### src/rtl/task_sequencer.sv
// Moore sequencer that runs up to NUM_STAGES sub-tasks in order with a start/done handshake,
// per-run skip mask, per-stage watchdog, abort input and latched error reporting.
module task_sequencer #(
   parameter int NUM_STAGES = 3,
   parameter int TIMEOUT    = 255,
   parameter int TO_W       = 8,
   parameter int IDX_W      = 4
) (
   input  logic                  clk,
   input  logic                  reset_n,
   input  logic                  start,
   input  logic [NUM_STAGES-1:0] skip_mask,
   input  logic                  abort,
   input  logic [NUM_STAGES-1:0] stage_done,
   output logic [NUM_STAGES-1:0] stage_start,
   output logic                  busy,
   output logic [IDX_W-1:0]      stage_idx,
   output logic                  done,
   output logic                  error,
   output logic [1:0]            err_code,
   output logic [IDX_W-1:0]      err_stage
);

   localparam logic [2:0] S_IDLE  = 3'd0;
   localparam logic [2:0] S_START = 3'd1;
   localparam logic [2:0] S_WAIT  = 3'd2;
   localparam logic [2:0] S_DONE  = 3'd3;
   localparam logic [2:0] S_ERROR = 3'd4;

   localparam logic [1:0] ERR_NONE    = 2'b00;
   localparam logic [1:0] ERR_TIMEOUT = 2'b01;
   localparam logic [1:0] ERR_ABORT   = 2'b10;

   localparam bit             WD_EN   = (TIMEOUT != 0);
   localparam logic [TO_W-1:0] WD_LAST = TO_W'(TIMEOUT - 1);

   // Lowest non-skipped stage at or above lo; MSB of the result flags that one exists.
   function automatic logic [IDX_W:0] next_stage(input logic [NUM_STAGES-1:0] mask, input int lo);
      logic [IDX_W:0] r;
      r = '0;
      for (int k = NUM_STAGES - 1; k >= 0; k--) begin
         if (!mask[k] && (k >= lo)) begin
            r = {1'b1, IDX_W'(k)};
         end else begin
            r = r;
         end
      end
      return r;
   endfunction

   logic [2:0]            state_q, state_d;
   logic [IDX_W-1:0]      idx_q, idx_d;
   logic [NUM_STAGES-1:0] mask_q, mask_d;
   logic [TO_W-1:0]       wd_q, wd_d;
   logic [1:0]            ec_q, ec_d;
   logic [IDX_W-1:0]      es_q, es_d;
   logic [NUM_STAGES-1:0] ss_q;
   logic                  busy_q, done_q, error_q;
   logic [IDX_W:0]        nxt_s;

   // Next-state logic; abort outranks stage_done, which outranks the watchdog.
   always_comb begin
      state_d = state_q;
      idx_d   = idx_q;
      mask_d  = mask_q;
      wd_d    = wd_q;
      ec_d    = ec_q;
      es_d    = es_q;
      nxt_s   = '0;
      case (state_q)
         S_IDLE: begin
            if (start) begin
               mask_d = skip_mask;
               ec_d   = ERR_NONE;
               es_d   = '0;
               nxt_s  = next_stage(skip_mask, 0);
               if (nxt_s[IDX_W]) begin
                  state_d = S_START;
                  idx_d   = nxt_s[IDX_W-1:0];
               end else begin
                  state_d = S_DONE;
                  idx_d   = '0;
               end
            end else begin
               state_d = S_IDLE;
            end
         end
         S_START: begin
            wd_d = '0;
            if (abort) begin
               state_d = S_ERROR;
               ec_d    = ERR_ABORT;
               es_d    = idx_q;
            end else begin
               state_d = S_WAIT;
            end
         end
         S_WAIT: begin
            if (abort) begin
               state_d = S_ERROR;
               ec_d    = ERR_ABORT;
               es_d    = idx_q;
            end else if (stage_done[idx_q]) begin
               nxt_s = next_stage(mask_q, int'(idx_q) + 1);
               if (nxt_s[IDX_W]) begin
                  state_d = S_START;
                  idx_d   = nxt_s[IDX_W-1:0];
               end else begin
                  state_d = S_DONE;
               end
            end else if (WD_EN && (wd_q == WD_LAST)) begin
               state_d = S_ERROR;
               ec_d    = ERR_TIMEOUT;
               es_d    = idx_q;
            end else begin
               wd_d = wd_q + TO_W'(1);
            end
         end
         S_DONE: begin
            if (abort) begin
               state_d = S_ERROR;
               ec_d    = ERR_ABORT;
               es_d    = idx_q;
            end else begin
               state_d = S_IDLE;
               idx_d   = '0;
            end
         end
         S_ERROR: begin
            state_d = S_IDLE;
            idx_d   = '0;
         end
         default: begin
            state_d = S_IDLE;
            idx_d   = '0;
         end
      endcase
   end

   // State and output registers; outputs are decoded from the next state so they track state_q.
   always_ff @(posedge clk or negedge reset_n) begin
      if (!reset_n) begin
         state_q <= S_IDLE;
         idx_q   <= '0;
         mask_q  <= '0;
         wd_q    <= '0;
         ec_q    <= ERR_NONE;
         es_q    <= '0;
         ss_q    <= '0;
         busy_q  <= 1'b0;
         done_q  <= 1'b0;
         error_q <= 1'b0;
      end else begin
         state_q <= state_d;
         idx_q   <= idx_d;
         mask_q  <= mask_d;
         wd_q    <= wd_d;
         ec_q    <= ec_d;
         es_q    <= es_d;
         ss_q    <= (state_d == S_START) ? (NUM_STAGES'(1'b1) << idx_d) : '0;
         busy_q  <= (state_d != S_IDLE);
         done_q  <= (state_d == S_DONE);
         error_q <= (state_d == S_ERROR);
      end
   end

   assign stage_start = ss_q;
   assign busy        = busy_q;
   assign stage_idx   = idx_q;
   assign done        = done_q;
   assign error       = error_q;
   assign err_code    = ec_q;
   assign err_stage   = es_q;

endmodule

### config.mk
export PLATFORM = sky130hd
export DESIGN_NAME = task_sequencer
export DESIGN_NICKNAME = d
export VERILOG_FILES = /design/src/rtl/task_sequencer.sv
export SDC_FILE = /design/constraint.sdc
export NUM_CORES = 1
export LEC_CHECK = 0
export CAP_MARGIN = 20
export CORE_UTILIZATION = 40
export CTS_CLUSTER_DIAMETER = 40
export CTS_CLUSTER_SIZE = 8
export DETAILED_ROUTE_END_ITERATION = 16
export DONT_BUFFER_PORTS = 1
export HOLD_SLACK_MARGIN = 0.03
export PLACE_DENSITY = 0.62
export SLEW_MARGIN = 15
export SYNTH_ARGS = -nofsm -noshare
export SYNTH_HDL_FRONTEND = slang
export SYNTH_SLANG_ARGS = --single-unit
### constraint.sdc
create_clock -name clk -period 2.05 [get_ports clk]
set_input_delay 0.1025 -clock clk [delete_from_list [all_inputs] [get_ports clk]]
set_output_delay 0.1025 -clock clk [all_outputs]
set_load 0.005 [all_outputs]
# After elaboration in Yosys (flattened, before gate mapping)
# Cells that the tools add are included.
dict set report word_totals {
  wordCells 91
  out_inout_bits 16
  reg_bits 30
}
dict set report classes {
  reduce_logical 14
  n_lt_le_gt_ge 4
  n_mux 46
  addsub 2
  shift 1
  eq_ne 14
}
# op n
set ops {}
lappend ops {{$mux W5} 11}
lappend ops {{$mux W4} 11}
lappend ops {{$mux W8} 3}
lappend ops {{$mux W3} 7}
lappend ops {{$pmux W4 S4} 1}
lappend ops {{$pmux W8 S2} 1}
lappend ops {{$mux W2} 7}
lappend ops {{$pmux W3 S4} 1}
lappend ops {{$pmux W4 S3} 1}
lappend ops {{$ge A1 B5 Y1 const A} 2}
lappend ops {{$eq A3 B2 Y1 const B} 3}
lappend ops {{$add A8 B1 Y8 const B} 1}
lappend ops {{$eq A8 B8 Y1 const B} 1}
lappend ops {{$ne A2 B2 Y1 const B} 4}
lappend ops {{$eq A3 B1 Y1 const B} 2}
lappend ops {{$ne A3 B3 Y1 const B} 2}
lappend ops {{$pmux W2 S3} 1}
lappend ops {{$reduce_bool A3 Y1} 2}
lappend ops {{$add A4 B1 Y5 const B} 1}
lappend ops {{$ge A2 B5 Y1 const A} 1}
lappend ops {{$reduce_and A5 Y1} 1}
lappend ops {{$lt A4 B3 Y1 const B} 1}
lappend ops {{$reduce_and A4 Y1} 1}
lappend ops {{$shl A1 B4 Y3 const A} 1}
lappend ops {{10 further kinds} 14}

# Longest topological paths before layout
dict set report depth {
  word_depth 15
  mapped_depth 8
  ltp_nobuf 8
}

# Worst setup path before layout
# Ideal clock, no wire load.
dict set report synth_path {
  path_kind {flip-flop to flip-flop}
  start {register idx_q[1], in the netlist stage_idx[1]}
  end {register ss_q[1], in the netlist stage_start[1]}
  path_buffers 0
  period_less_slack_ns 2.256
  stages_incl_launch_ff 9
  t_arrival_ns 2.176
  setup_ns 0.080
  slack_ns -0.206
  path_cell_list {dfrtp_1 > inv_1 > ha_1 > nor2b_1 > a311oi_2 > a2111oi_2 > o21ai_1 > or3_4 > nor3b_2}
}
dict set report synth_via {
  elab_chain_cells 15
}
# element line_no
set synth_rtl {}
lappend synth_rtl {{start: declaration} 52} ;# logic [IDX_W-1:0] idx_q, idx_d;
lappend synth_rtl {{start signal: assignment} 155} ;# idx_q <= idx_d;
lappend synth_rtl {{$add A4 B1 Y5} 104} ;# nxt_s = next_stage(mask_q, int'(idx_q) + 1);
lappend synth_rtl {{$ge A2 B5 Y1} 42} ;# if (!mask[k] && (k >= lo)) begin
lappend synth_rtl {{$logic_and A1 B1 Y1} 42}
lappend synth_rtl {{$mux W5 (3 in a row)} 42}
lappend synth_rtl {{$mux W5} 103} ;# end else if (stage_done[idx_q]) begin
lappend synth_rtl {{$mux W5} 99} ;# if (abort) begin
lappend synth_rtl {{$mux W5} 70} ;# case (state_q)
lappend synth_rtl {{$mux W2} 105} ;# if (nxt_s[IDX_W]) begin
lappend synth_rtl {{$mux W3 (*)} 103}
lappend synth_rtl {{$mux W3 (*)} 99}
lappend synth_rtl {{$pmux W3 S4 (*)} 70}
lappend synth_rtl {{named net state_d[1]} 51} ;# logic [2:0] state_q, state_d;
lappend synth_rtl {{$eq A3 B1 Y1 (*)} 160} ;# ss_q <= (state_d == S_START) ? (NUM_STAGES'(1'b1) << idx_d) : '0;
lappend synth_rtl {{$mux W3 (*)} 160}
lappend synth_rtl {{end signal: assignment} 160}
lappend synth_rtl {{end: declaration} 57} ;# logic [NUM_STAGES-1:0] ss_q;
# Mark *: on every way through the listed nets, which the timed path passes. The rest lies on a longest branch. The select of a mux whose other input is x is not followed.
# A chain may end at the register's enable or synchronous reset.

# Final worst setup path
dict set report layout_path {
  start {register idx_q[0], in the netlist stage_idx[0]}
  end {register ss_q[1], in the netlist stage_start[1]}
}
dict set report layout_via {
  elab_chain_cells 15
}
# element line_no
set layout_rtl {}
lappend layout_rtl {{$add A4 B1 Y5} 104}
lappend layout_rtl {{$ge A2 B5 Y1} 42}
lappend layout_rtl {{$logic_and A1 B1 Y1} 42}
lappend layout_rtl {{$mux W5 (3 in a row)} 42}
lappend layout_rtl {{$mux W5} 103}
lappend layout_rtl {{$mux W5} 99}
lappend layout_rtl {{$mux W5} 70}
lappend layout_rtl {{$mux W4} 105}
lappend layout_rtl {{$mux W4} 103}
lappend layout_rtl {{$mux W4} 99}
lappend layout_rtl {{$pmux W4 S4 (*)} 70}
lappend layout_rtl {{named net idx_d[0]} 52}
lappend layout_rtl {{$shl A1 B4 Y3 (*)} 160}
lappend layout_rtl {{$mux W3 (*)} 160}
# Marks and branches as above.

==> run metrics <==
outcome=finished with violations; failing checks=negative setup slack; share of cells above drive strength 1=30.86%; Final min period=2147 ps; Longest Clk Path Bufs=2; Int Pwr=roughly 1.6 mW; global-route usage over all layers=19.86%; Layout Utilization=52.49%; Final #Nets=190; # clock sinks=30; initial core utilization=42.46%; final setup violation count=3; vias in the first global route=1327; ys async rst share=between 90% and 100%; Seq/Total Area, Yosys=approximately 48%; gr ovfl total=0; antenna diode count=0; switch share=38.20%; Hold Path Stages=2; Setup WS post-layout=-97.26 ps; Crit path required time=2210 ps; global-route wire length before repair=6216 um; post-synth top area share=47.58%; Post-DRT Antenna Nets=0; port buffer count=0; r2r endpoint=stage_start[1]$_DFF_PN0_; routability cong.=0.9303; via count=around 1200; crit path max fanout=5; highest ir drop seen on vdd=612.8 uV; Post-Place Cells=206; Worst setup EP type=flop; CTS tree=done; RR Startpoint=stage_idx[0]$_DFF_PN0_; Post-synth EDFFs=0; R2R cell count=8; final WL=3567 um; die width=64.81 um; Fmax achieved=~470 MHz; dominant cell type by area after synthesis=dfrtp_1; leakage=0.8669 nW; Worst Clk Skew=8.417 ps; Hold Path Class=input port to flop; max-cap violation count=0; I/O pin total=26; Syn Inst Count=148; clock share of power=17.3%; Final Hold Vio Count=0; worst hold start=start; row count=22; die area=4200 um^2; Residual DRC=0; antenna violations before repair=0; Fillers=348; Vias/cell=5.556; top_reg_cell synth=dfrtp_1; top post-synthesis cells by area=dfrtp_1, ha_1, nor2_1; Mapped Area=1578 um^2; CP startpoint kind=flop; routed len/inst=16.00 um; Slew Limit Fails=0; Syn. warnings=0; RSZ-0062 raised after global routing=yes; DRT Pass-1 Iters=4; Die Ht=64.81 um; Clock Pin Slew Worst Setup and Hold Paths=around 70 ps; WP data arrival=2310 ps; Syn Area/Cell=~11 um^2; Root Buffer=clkbuf_8; Worst Tran Pin Value=564.9 ps; H-tree depth=2; Floorplan Core Area=3716 um^2; Comb power frac=47.4%; Psw=0.9786 mW; Yosys cell types=slightly below 50; Area Growth Syn to Fin=23.63%; HPWL Detailed=between 2000 and 3000 um; post-synthesis net count=between 150 and 200; Clk Latency, worst-skew pair=approximately 280 ps; fin crit share=104.7%; kind of critical path=flop to flop; reg-to-reg slack, setup=-100 ps; Reg power frac=35.3%; starting DRC count in detailed routing=59; Pwr Density=~1300 nW/um^2; Yosys reg bits=30; Worst slew margin=62.05%; post-route insts no fill=223; largest net degree at the start of global routing=31; Inserted Clock Buffers=5; WHS Endpoint=stage_idx[3]$_DFF_PN0_
## what timing repair did
item	CTS	global route
resized for setup	6	2
setup endpoints to repair	6	7
setup buffers	4	1
hold buffers	6	0
pin swaps	9	6
hold endpoints to repair	35	0
## synth_stat cells, types with 2 or more instances
cell type / number
nor3b_2: 2
xor2_1: 3
mux2_2: 3
clkbuf_1: 2
ha_1: 5
dfrtp_1: 30
buf_2: 2
o21ai_1: 2
nor3_2: 2
inv_1: 6
nand3_1: 5
o21ai_0: 6
nand4_1: 3
a21oi_1: 10
nor3_1: 3
o21a_1: 2
a22o_1: 4
nor2_1: 16
mux2i_1: 3
nand2_1: 7
or3_1: 2
nor2b_1: 3
## critical path, stage by stage, from the launching register on
cell and delay [ps]:
dfrtp_2 450, ha_4 300, nor3_2 50, or2_1 240, buf_4 150, o22ai_1 190, a21oi_1 100, a221o_1 380
nor3b_2 170
## through the flow
stage | power [mW] | TNS [ps] | hold slack, ps | worst slack, ps | cell area [um^2]
final | 2.562 | -221.0 | 64.21 | -97.26 | 1951
after global placement | 1.952 | -153.6 | -192.3 | -58.96 | 1754
after CTS | 2.554 | -311.0 | 59.09 | -97.21 | 1951
after detailed placement | 1.987 | -557.1 | -192.3 | -142.4 | 1754
after floorplan | 1.651 | -39.55 | -193.1 | -39.55 | 1610
after global routing | 2.732 | -693.8 | 81.65 | -178.0 | 1951
## metal layers
layer,vias to the layer above,wire [um],GRT usage (%)
li1,594,-,-
met1,615,1550,23.71
met2,23,1809,33.46
met3,7,154,5.106
met4,0,53,8.611
met5,-,0,0
## cell type report
class                      instances  area (um^2)  area share (%)
multi-input combinational        107        819.5           42.01
tap                               48        60.06           3.079
clock buffer                       5        68.82           3.528
clock inverter                     2        10.01          0.5131
sequential                        30        753.2           38.61
inverter                           6        22.52           1.155
timing repair buffer              25        216.5           11.10
## cell families (layout without fill, tap and decap cells)
logic type / after synthesis / after routing / share of synthesized area, %
buffers and inverters: 11 / 38 / 3.251
adders and majority gates: 5 / 5 / 3.965
xor gates and xnor gates: 3 / 3 / 1.666
and+or+nand+nor: 57 / 57 / 22.29
DFF: 30 / 30 / 47.58
muxes: 6 / 6 / 4.044
AOI/OAI and AO/OA: 36 / 36 / 17.21
## how the worst max path moves through the flow
stage / start / endpoint / slack [ps] / cells past startpoint
5_1_grt: stage_idx[0]$_DFF_PN0_ / stage_start[0]$_DFF_PN0_ / -180 / 7
4_1_cts: stage_idx[0]$_DFF_PN0_ / stage_start[1]$_DFF_PN0_ / -100 / 7
3_3_place_gp: stage_idx[0]$_DFF_PN0_ / stage_start[1]$_DFF_PN0_ / -60 / 7
2_1_floorplan: stage_idx[1]$_DFF_PN0_ / stage_start[1]$_DFF_PN0_ / -40 / 8
3_5_place_dp: stage_idx[0]$_DFF_PN0_ / stage_start[1]$_DFF_PN0_ / -140 / 7
6_report: stage_idx[0]$_DFF_PN0_ / stage_start[1]$_DFF_PN0_ / -100 / 8
## state kept, by name (all words and copies together) (netlist names)
| register | count |
|---|---|
| error | 1 |
| busy | 1 |
| err_stage | 4 |
| stage_start | 3 |
| done | 1 |
| state_q | 3 |
| err_code | 2 |
| mask_q | 3 |
| stage_idx | 4 |
| wd_q | 8 |
## power groups by stage
stage / Combinational [mW] / Sequential [mW] / Clock, mW
after global routing: 1.32 / 0.928 / 0.486
after floorplan: 0.820 / 0.831 / 0
final: 1.21 / 0.905 / 0.443
after CTS: 1.19 / 0.906 / 0.460
after global placement: 1.04 / 0.911 / 0
after detailed placement: 1.07 / 0.918 / 0
## cell usage in the layout (no fill, tap or decap), drive strengths merged, types with 2 or more instances in the layout
cell / synthesis / layout
and3: 2 / 2
buf: 3 / 20
clkinv: 0 / 2
nand4: 3 / 3
nor2: 16 / 16
nand2: 7 / 7
mux2: 3 / 3
nand3: 5 / 5
o21ai: 8 / 8
inv: 6 / 6
a21oi: 10 / 10
clkbuf: 2 / 5
a22o: 5 / 5
a2111oi: 2 / 2
or3: 4 / 4
nor3: 5 / 5
dlygate4sd3: 0 / 5
xor2: 3 / 3
dfrtp: 30 / 30
nor3b: 3 / 3
o21a: 3 / 3
ha: 5 / 5
mux2i: 3 / 3
nor2b: 3 / 3
(Power assumes the default switching activity.)
